--- src/rtl/lsu_ctrl_pkg.sv ---
// Shared memory-operation encoding used by the MEM2 stage and the LSU.
package lsu_ctrl_pkg;

    typedef enum logic [3:0] {
        MEM_NOP,
        MEM_LB,
        MEM_LBU,
        MEM_LH,
        MEM_LHU,
        MEM_LW,
        MEM_SB,
        MEM_SH,
        MEM_SW
    } mem_oper_t;

endpackage

--- src/rtl/lsu_ctrl.sv ---
// Load/store unit controller: runs one req/gnt/rvalid bus transaction per
// MEM2 memory op, generates byte enables and lane-replicated store data,
// and returns the raw bus word on loads.
module lsu_ctrl
    import lsu_ctrl_pkg::*;
#(
    parameter bit MISALIGN_CHECK = 1'b1
) (
    input  logic        clk_i,
    input  logic        rst_i,
    input  mem_oper_t   mem_oper_i,
    input  logic [31:0] addr_i,
    input  logic [31:0] wdata_i,
    input  logic        kill_i,
    output logic        lsu_req_done_o,
    output logic [31:0] lsu_rdata_o,
    output logic        misaligned_o,
    output logic        bus_req_o,
    output logic        bus_we_o,
    output logic [31:0] bus_addr_o,
    output logic [3:0]  bus_be_o,
    output logic [31:0] bus_wdata_o,
    input  logic        bus_gnt_i,
    input  logic        bus_rvalid_i,
    input  logic [31:0] bus_rdata_i
);

    typedef enum logic [1:0] {
        IDLE,
        REQ,
        WAIT_RSP
    } state_t;

    state_t      state;
    logic [31:0] addr_q;
    logic [31:0] wdata_q;
    logic [3:0]  be_q;
    logic        we_q;

    logic        is_load;
    logic        is_store;
    logic        is_half;
    logic        is_word;
    logic        op_valid;
    logic        misaligned;
    logic        idle_op;
    logic        issue;
    logic        mis_done;
    logic [1:0]  off;
    logic [3:0]  be_d;
    logic [31:0] wdata_d;

    // Decode the presented op into size/direction, lanes and issue conditions.
    always_comb begin
        off      = addr_i[1:0];
        is_load  = 1'b0;
        is_store = 1'b0;
        is_half  = 1'b0;
        is_word  = 1'b0;
        case (mem_oper_i)
            MEM_LB, MEM_LBU: is_load = 1'b1;
            MEM_LH, MEM_LHU: begin is_load = 1'b1; is_half = 1'b1; end
            MEM_LW:          begin is_load = 1'b1; is_word = 1'b1; end
            MEM_SB:          is_store = 1'b1;
            MEM_SH:          begin is_store = 1'b1; is_half = 1'b1; end
            MEM_SW:          begin is_store = 1'b1; is_word = 1'b1; end
            default:         ;
        endcase
        op_valid   = is_load | is_store;
        misaligned = MISALIGN_CHECK && ((is_half && off[0]) || (is_word && (off != 2'b00)));
        if (is_word) begin
            be_d    = 4'b1111;
            wdata_d = wdata_i;
        end else if (is_half) begin
            be_d    = 4'b0011 << {off[1], 1'b0};
            wdata_d = {2{wdata_i[15:0]}};
        end else begin
            be_d    = 4'b0001 << off;
            wdata_d = {4{wdata_i[7:0]}};
        end
        // rst_i gating keeps the combinational IDLE path quiet while in reset
        idle_op  = (state == IDLE) && !rst_i && !kill_i && op_valid;
        issue    = idle_op && !misaligned;
        mis_done = idle_op && misaligned;
    end

    // Transaction sequencer; request fields are captured on issue so REQ holds them stable.
    always_ff @(posedge clk_i or posedge rst_i) begin
        if (rst_i) begin
            state   <= IDLE;
            addr_q  <= '0;
            wdata_q <= '0;
            be_q    <= '0;
            we_q    <= 1'b0;
        end else begin
            case (state)
                IDLE: begin
                    if (issue) begin
                        addr_q  <= {addr_i[31:2], 2'b00};
                        be_q    <= be_d;
                        we_q    <= is_store;
                        wdata_q <= wdata_d;
                        state   <= bus_gnt_i ? WAIT_RSP : REQ;
                    end
                end
                REQ: begin
                    if (bus_gnt_i) begin
                        state <= WAIT_RSP;
                    end
                end
                WAIT_RSP: begin
                    if (bus_rvalid_i) begin
                        state <= IDLE;
                    end
                end
                default: state <= IDLE;
            endcase
        end
    end

    // Bus and completion outputs: IDLE drives straight from the inputs, later states from captured fields.
    always_comb begin
        bus_req_o      = 1'b0;
        bus_addr_o     = addr_q;
        bus_be_o       = be_q;
        bus_we_o       = we_q;
        bus_wdata_o    = wdata_q;
        lsu_req_done_o = 1'b0;
        misaligned_o   = 1'b0;
        lsu_rdata_o    = '0;
        case (state)
            IDLE: begin
                bus_req_o      = issue;
                bus_addr_o     = {addr_i[31:2], 2'b00};
                bus_be_o       = be_d;
                bus_we_o       = is_store;
                bus_wdata_o    = wdata_d;
                lsu_req_done_o = mis_done;
                misaligned_o   = mis_done;
            end
            REQ: begin
                bus_req_o = 1'b1;
            end
            WAIT_RSP: begin
                lsu_req_done_o = bus_rvalid_i;
                lsu_rdata_o    = (bus_rvalid_i && !we_q) ? bus_rdata_i : '0;
            end
            default: ;
        endcase
    end

endmodule
--- config.mk ---
export PLATFORM = sky130hd
export DESIGN_NAME = lsu_ctrl
export DESIGN_NICKNAME = d
export VERILOG_FILES = /design/src/rtl/lsu_ctrl_pkg.sv /design/src/rtl/lsu_ctrl.sv
export SDC_FILE = /design/constraint.sdc
export NUM_CORES = 1
export LEC_CHECK = 0
export CAP_MARGIN = 20
export CORE_MARGIN = 3
export CORE_UTILIZATION = 45
export DETAILED_ROUTE_END_ITERATION = 12
export GPL_TIMING_DRIVEN = 1
export PLACE_DENSITY = 0.84
export SYNTH_ARGS = -nofsm -noshare
export SYNTH_HDL_FRONTEND = slang
export SYNTH_SLANG_ARGS = --single-unit
--- constraint.sdc ---
create_clock -name clk_i -period 5.1 [get_ports clk_i]
set_input_delay 0.765 -clock clk_i [delete_from_list [all_inputs] [get_ports clk_i]]
set_output_delay 0.765 -clock clk_i [all_outputs]
set_load 0.1 [all_outputs]
==> impl_metrics.ini, run 1 <==
[sta]
fin_crit_sh = 0.836
finalCriticalPeriod_ns = 4.26
slew_viol_final = 0
hold_viol_final = 0
setup_tns_ns = 0
holdWs_ns = 0.492
fmax_ghz = 0.235
setup_viol = 0
worst_slew_pin_slew_ns = 1.02
slew_headroom = 0.319
rsz0062_at_grt = false
final.setup_skew_ns = 0.0102

[finish]
instances_no_fill = 875
num_antenna_cells = 0
final_nets = 836
drive_gt1_frac = 0.223
syn_to_final_growth_pct = 44.5

[route]
drtAntennaViolNets = 0
drt_pass1_iterations = 4
routed_wl_um = 15200
dr_total_vias = 4665
vias_per_cell = 5.33
drtIter0Drc = 335
drc = 0
wl_per_cell_um = 17.3

[clock_network]
post-cts-setup-buffers = 0
numCtsBuffers = 9
cts_sinks = 69
htreeDepth = 3
post_cts_resized = 0
cts.clk_slew.worst_paths_ns = 0.08
root_buffer = clkbuf_8
clk_latency_ns = 0.35
ctsLongestPathBuffers = 2
cts_tree = done
ctsHoldBuffers = 0

[setup_path]
worstSetupEndpointType = output port
path_class = in -> out
worst_path_max_delay_cell = clkdlybuf4s50_1
rr_startpoint = state[1]$_DFFE_PP0P_
crit_required_ns = 4.34
path_max_fanout = 31
slowest_delay_ns = 1.08
crit_start = mem_oper_i[0]
startpoint_type = primary input
crit_arrival_ns = 3.50
path_cells = clkdlybuf4s50_1 > nor4b_2 > a21oi_1 > o221ai_1 > o21ai_0 > buf_12

[placed_design]
dpl.hpwl_um = 11500
port-buffer-count = 206
dpl.cell_count = 860
place.gp.congestion = 0.878

[run]
drv_cap = 0

[logic_synthesis]
async_reset_ff_frac = 1.00
yosysWarningCount = 0
synth_flop_cell = dfrtp_1
yosysSeqAreaShare = 0.342
syn-cell-area_sq_um = 5040
synth_seq_cells = 69
postSynthCellCount = 548
yosysUniqueCellTypes = 49
postSynthAreaPerCell_sq_um = 9.21
synth_edf_count = 0

[hold_path]
hp-start = wdata_q[14]$_DFFE_PP0P_
hp-class = reg -> reg

[power]
p_leak_uw = 0.00323
cellPowerDensity_nw_per_um2 = 446
ir_worst_vdd_v = 0.000347

[floorplanning]
num_rows = 38
die-width_um = 112
initial_core_util = 0.463
coreArea_sq_um = 10900
fp.dieH_um = 112
io_pins = 209
fp.dieArea_sq_um = 12500

[global_routing]
grt_pass1_vias = 4702
antenna_found_initial = 0
grt.overflow.total = 0
grt_max_degree = 50
grt.total_usage = 0.241
grt_pass1_wl_um = 24300

[status]
outcome = completed
[sequential cells by signal, indices dropped and copies added, names as in the netlist]
name,flops
wdata_q,32
we_q,1
be_q,4
addr_q,30
state,2
[synthesized netlist by cell type, types with 2 or more instances]
library cell / number / area share
o21bai_1: 8 / 0.012
dfrtp_1: 69 / 0.34
and2_1: 32 / 0.040
mux2i_1: 24 / 0.048
buf_6: 2 / 0.0045
nand3b_1: 3 / 0.0045
nand2b_1: 4 / 0.0050
buf_4: 2 / 0.0030
a31oi_1: 10 / 0.012
o221ai_1: 6 / 0.010
nor2b_1: 3 / 0.0037
o21ai_1: 5 / 0.0050
o21a_1: 3 / 0.0045
nand2_1: 143 / 0.11
buf_2: 6 / 0.0060
nor4b_1: 16 / 0.028
mux2_2: 13 / 0.029
inv_1: 18 / 0.013
o21ai_0: 28 / 0.028
o221a_2: 2 / 0.0045
clkbuf_1: 29 / 0.022
a211oi_1: 2 / 0.0030
o31a_1: 9 / 0.016
nor3b_1: 9 / 0.013
buf_12: 6 / 0.024
mux2_4: 50 / 0.15
nor2_1: 16 / 0.012
nor4bb_1: 9 / 0.018
[cells in the final DEF (no fill, tap or decap), types with 2 or more instances in the layout]
| cell | netlist | final |
|---|---|---|
| and2_1 | 32 | 32 |
| nor2b_1 | 3 | 3 |
| mux2_4 | 50 | 50 |
| o21ai_0 | 28 | 28 |
| o31a_1 | 9 | 9 |
| nor2_1 | 16 | 15 |
| clkdlybuf4s50_1 | 0 | 142 |
| o221a_2 | 2 | 2 |
| nand2_1 | 143 | 143 |
| o221ai_1 | 6 | 6 |
| a211oi_1 | 2 | 2 |
| nand2b_1 | 4 | 4 |
| buf_4 | 2 | 58 |
| o21bai_1 | 8 | 8 |
| nor4b_1 | 16 | 16 |
| clkbuf_8 | 0 | 10 |
| nand3b_1 | 3 | 3 |
| inv_1 | 18 | 17 |
| nor4bb_1 | 9 | 9 |
| mux2_2 | 13 | 13 |
| clkinvlp_4 | 0 | 3 |
| a31oi_1 | 10 | 10 |
| mux2i_1 | 24 | 24 |
| buf_12 | 6 | 16 |
| conb_1 | 1 | 2 |
| o21ai_1 | 5 | 5 |
| dfrtp_1 | 69 | 69 |
| nor3b_1 | 9 | 9 |
| o21a_1 | 3 | 3 |
[per-stage QoR]
stage / utilization / instance area (sq um) / setup WS (ns) / power (uW)
after floorplan: - / 5050 / 0.365 / 2360
after global placement: 0.654 / 7120 / 0.979 / 2810
after detailed placement: 0.654 / 7120 / 0.904 / 2840
after CTS: 0.670 / 7290 / 0.878 / 3270
after global routing: 0.670 / 7290 / 0.637 / 3400
final: 0.670 / 7290 / 0.837 / 3250
[layout make-up]
cell class,instances,area [sq um]
Clock inverter,5,36.3
Multi-Input combinational cell,416,2970
Tap cell,140,175
Clock buffer,10,138
Inverter,19,71.3
Sequential cell,69,1730
Timing Repair Buffer,216,2180
Fill cell,881,3600
[logic make-up after synthesis]
family / after synthesis / share of synthesized area
DFF: 69 / 0.342
other: 1 / 0.000743
buffers and inverters: 64 / 0.0729
AOI/OAI and AO/OA: 80 / 0.108
muxes: 88 / 0.228
and+or+nand+nor: 246 / 0.249
[worst paths after layout]
kind                                            to  slack [ns]  depth (start not counted)
hold reg to reg            wdata_q[14]$_DFFE_PP0P_        0.49                          1
min in group asynchronous   wdata_q[6]$_DFFE_PP0P_        0.77                          2
hold / removal             wdata_q[14]$_DFFE_PP0P_        0.49                          1
max in group asynchronous   wdata_q[0]$_DFFE_PP0P_        3.35                          3
setup reg to reg            wdata_q[0]$_DFFE_PP0P_        1.94                          6
setup / recovery                    bus_wdata_o[8]        0.84                          6
[where the power goes]
part | total, uW | internal (uW) | switching, uW
Combinational | 1990 | 649 | 1340
Clock | 413 | 188 | 226
Sequential | 850 | 738 | 112
[per-layer routing]
| metal | up-vias | GRT usage | routed length (um) |
|---|---|---|---|
| li1 | 2244 | - | - |
| met1 | 2208 | 0.306 | 6240 |
| met2 | 191 | 0.411 | 7560 |
| met3 | 22 | 0.0554 | 1040 |
| met4 | 0 | 0.0697 | 323 |
| met5 | - | 0 | 0 |
[worst max-delay path, delay by kind of cell]
family,cells,cell delay (ns)
AOI/OAI and AO/OA,3,1.21
buffers and inverters,2,1.32
and+or+nand+nor,1,0.19
Note: power is estimated with default switching activity, not from simulation.
==> run 2, diff against run 1 <==
--- a/config.mk
+++ b/config.mk
@@ -7,10 +7,10 @@
 export LEC_CHECK = 0
 export CAP_MARGIN = 20
 export CORE_MARGIN = 3
-export CORE_UTILIZATION = 45
+export CORE_UTILIZATION = 40
 export DETAILED_ROUTE_END_ITERATION = 12
 export GPL_TIMING_DRIVEN = 1
-export PLACE_DENSITY = 0.84
+export PLACE_DENSITY = 0.79
 export SYNTH_ARGS = -nofsm -noshare
 export SYNTH_HDL_FRONTEND = slang
 export SYNTH_SLANG_ARGS = --single-unit
==> constraint.sdc (replaced) <==
create_clock -name clk_i -period 3.8 [get_ports clk_i]
set_input_delay 0.57 -clock clk_i [delete_from_list [all_inputs] [get_ports clk_i]]
set_output_delay 0.57 -clock clk_i [all_outputs]
set_load 0.1 [all_outputs]
==> impl_metrics.ini, run 2 (synthesized netlist as in run 1, its figures left out) <==
[setup_path]
path_max_fanout = 15
slowest_delay_ns = 0.77
worstSetupEndpointType = output port
path_cells = clkdlybuf4s50_1 > nor4b_2 > a21oi_1 > o221a_2 > mux2_2 > buf_12
crit_required_ns = 3.23
worst_path_max_delay_cell = clkdlybuf4s50_1
path_class = in -> out
crit_arrival_ns = 2.96
critical_path.top_delay_family = buffers and inverters
critPathBufInv = 2
startpoint_type = primary input

[clock_network]
ctsHoldBuffers = 0
cts_tree = done
ctsLongestPathBuffers = 2
htreeDepth = 3
post-cts-setup-buffers = 0
root_buffer = clkbuf_16
numCtsBuffers = 9
clk_latency_ns = 0.33
post_cts_resized = 0
cts_sinks = 69
cts.clk_slew.worst_paths_ns = 0.06

[floorplanning]
die-width_um = 118
fp.dieArea_sq_um = 14000
io_pins = 209
coreArea_sq_um = 12200
num_rows = 40
fp.dieH_um = 118
initial_core_util = 0.415

[global_routing]
grt.overflow.total = 0
grt_pass1_wl_um = 25400
grt_pass1_vias = 4754
grt.total_usage = 0.226
grt_max_degree = 50
antenna_found_initial = 0

[placed_design]
port-buffer-count = 206
dpl.hpwl_um = 12300
dpl.cell_count = 894
placed_area_sq_um = 7720
place.gp.congestion = 0.912

[power]
net-switching-power_uw = 2310
p_seq_frac = 0.237
finalPower_uw = 4820
p_clk_frac = 0.178
p_leak_uw = 0.00352
ir_worst_vdd_v = 0.000377
swShare = 0.480
p_int_uw = 2500
combinationalPowerShare = 0.584
cellPowerDensity_nw_per_um2 = 600

[finish]
final_nets = 842
layout.cells.most_common = nand2_1
regMostFlops = wdata_q
design_area_sq_um = 8030
fillers = 904
num_antenna_cells = 0
reg_top3 = wdata_q: 32 flops, addr_q: 30 flops, be_q: 4 flops
largest_reg_flops = 32
mostFrequentLayoutCells = 143 x nand2_1, 104 x clkdlybuf4s50_1, 69 x dfrtp_1, 65 x buf_12, 53 x buf_4
drive_gt1_frac = 0.282
syn_to_final_growth_pct = 59.1
instances_no_fill = 910

[hold_path]
hp-class = reg -> reg

[status]
outcome = completed

[sta]
setup_viol = 0
fmax_ghz = 0.284
worst_slew_pin_slew_ns = 0.902
finalCriticalPeriod_ns = 3.53
slew_viol_final = 0
rsz0062_at_grt = false
final.setup_skew_ns = 0.00564
holdWs_ns = 0.510
hold_viol_final = 0
fin_crit_sh = 0.928
slew_headroom = 0.399
setup_tns_ns = 0

[route]
drtIter0Drc = 279
vias_per_cell = 5.27
drt_pass1_iterations = 5
dr_total_vias = 4797
drtAntennaViolNets = 0
routed_wl_um = 16000
wl_per_cell_um = 17.6
drc = 0

[run]
drv_cap = 0
[run 2: changes by cell type in the layout (fill, tap and decap cells not counted), sizes merged]
cell / delta
buf: +44
bufinv: +1
clkdlybuf4s50: -38
[run 2: power groups by stage]
stage	logic, uW	clock network [uW]	registers (uW)
floorplan	2070	0	1100
global placement	2790	0	1130
detailed placement	2820	0	1150
CTS	2830	879	1140
global route	2930	914	1170
finish	2820	859	1140
[run 2: worst paths after layout]
kind                                         start                      end  slack [ns]  cells after the start
setup / recovery                     mem_oper_i[3]          bus_wdata_o[15]        0.27                      6
hold / removal             wdata_q[26]$_DFFE_PP0P_  wdata_q[26]$_DFFE_PP0P_        0.51                      1
setup reg to reg              state[1]$_DFFE_PP0P_  wdata_q[14]$_DFFE_PP0P_        1.28                      5
hold reg to reg            wdata_q[26]$_DFFE_PP0P_  wdata_q[26]$_DFFE_PP0P_        0.51                      1
max in group asynchronous                    rst_i    addr_q[5]$_DFFE_PP0P_        2.46                      3
min in group asynchronous                    rst_i     state[1]$_DFFE_PP0P_        0.59                      2
[run 2: through the flow]
step | setup WS (ns) | utilization
6_report | 0.273 | 0.660
3_3_place_gp | 0.404 | 0.634
2_1_floorplan | 0.110 | -
4_1_cts | 0.315 | 0.660
5_1_grt | 0.131 | 0.660
3_5_place_dp | 0.321 | 0.634
[run 2: area by class of cell]
class                   count  area [sq um]  area share
well taps                 168           210      0.0262
repair buffers            222          2740       0.341
flip-flops and latches     69          1730       0.215
clock buffers              10           239      0.0298
multi-input cells         416          2970       0.370
inverters                  19          71.3     0.00889
clock inverters             6          70.1     0.00873
[run 2: layer usage]
layer  GRT usage  up-vias  part of all wire
li1            -     2260                 -
met2       0.379      220              0.49
met3      0.0837       36             0.095
met5           0        -                 0
met4      0.0894        0             0.035
met1       0.262     2281              0.38
[run 2: worst reg2reg max path: cells and delay by family, from the launching register on]
kind	cells	cell delay (ns)
DFF	1	0.46
and+or+nand+nor	3	1.13
muxes	1	0.39
buffers and inverters	1	0.41
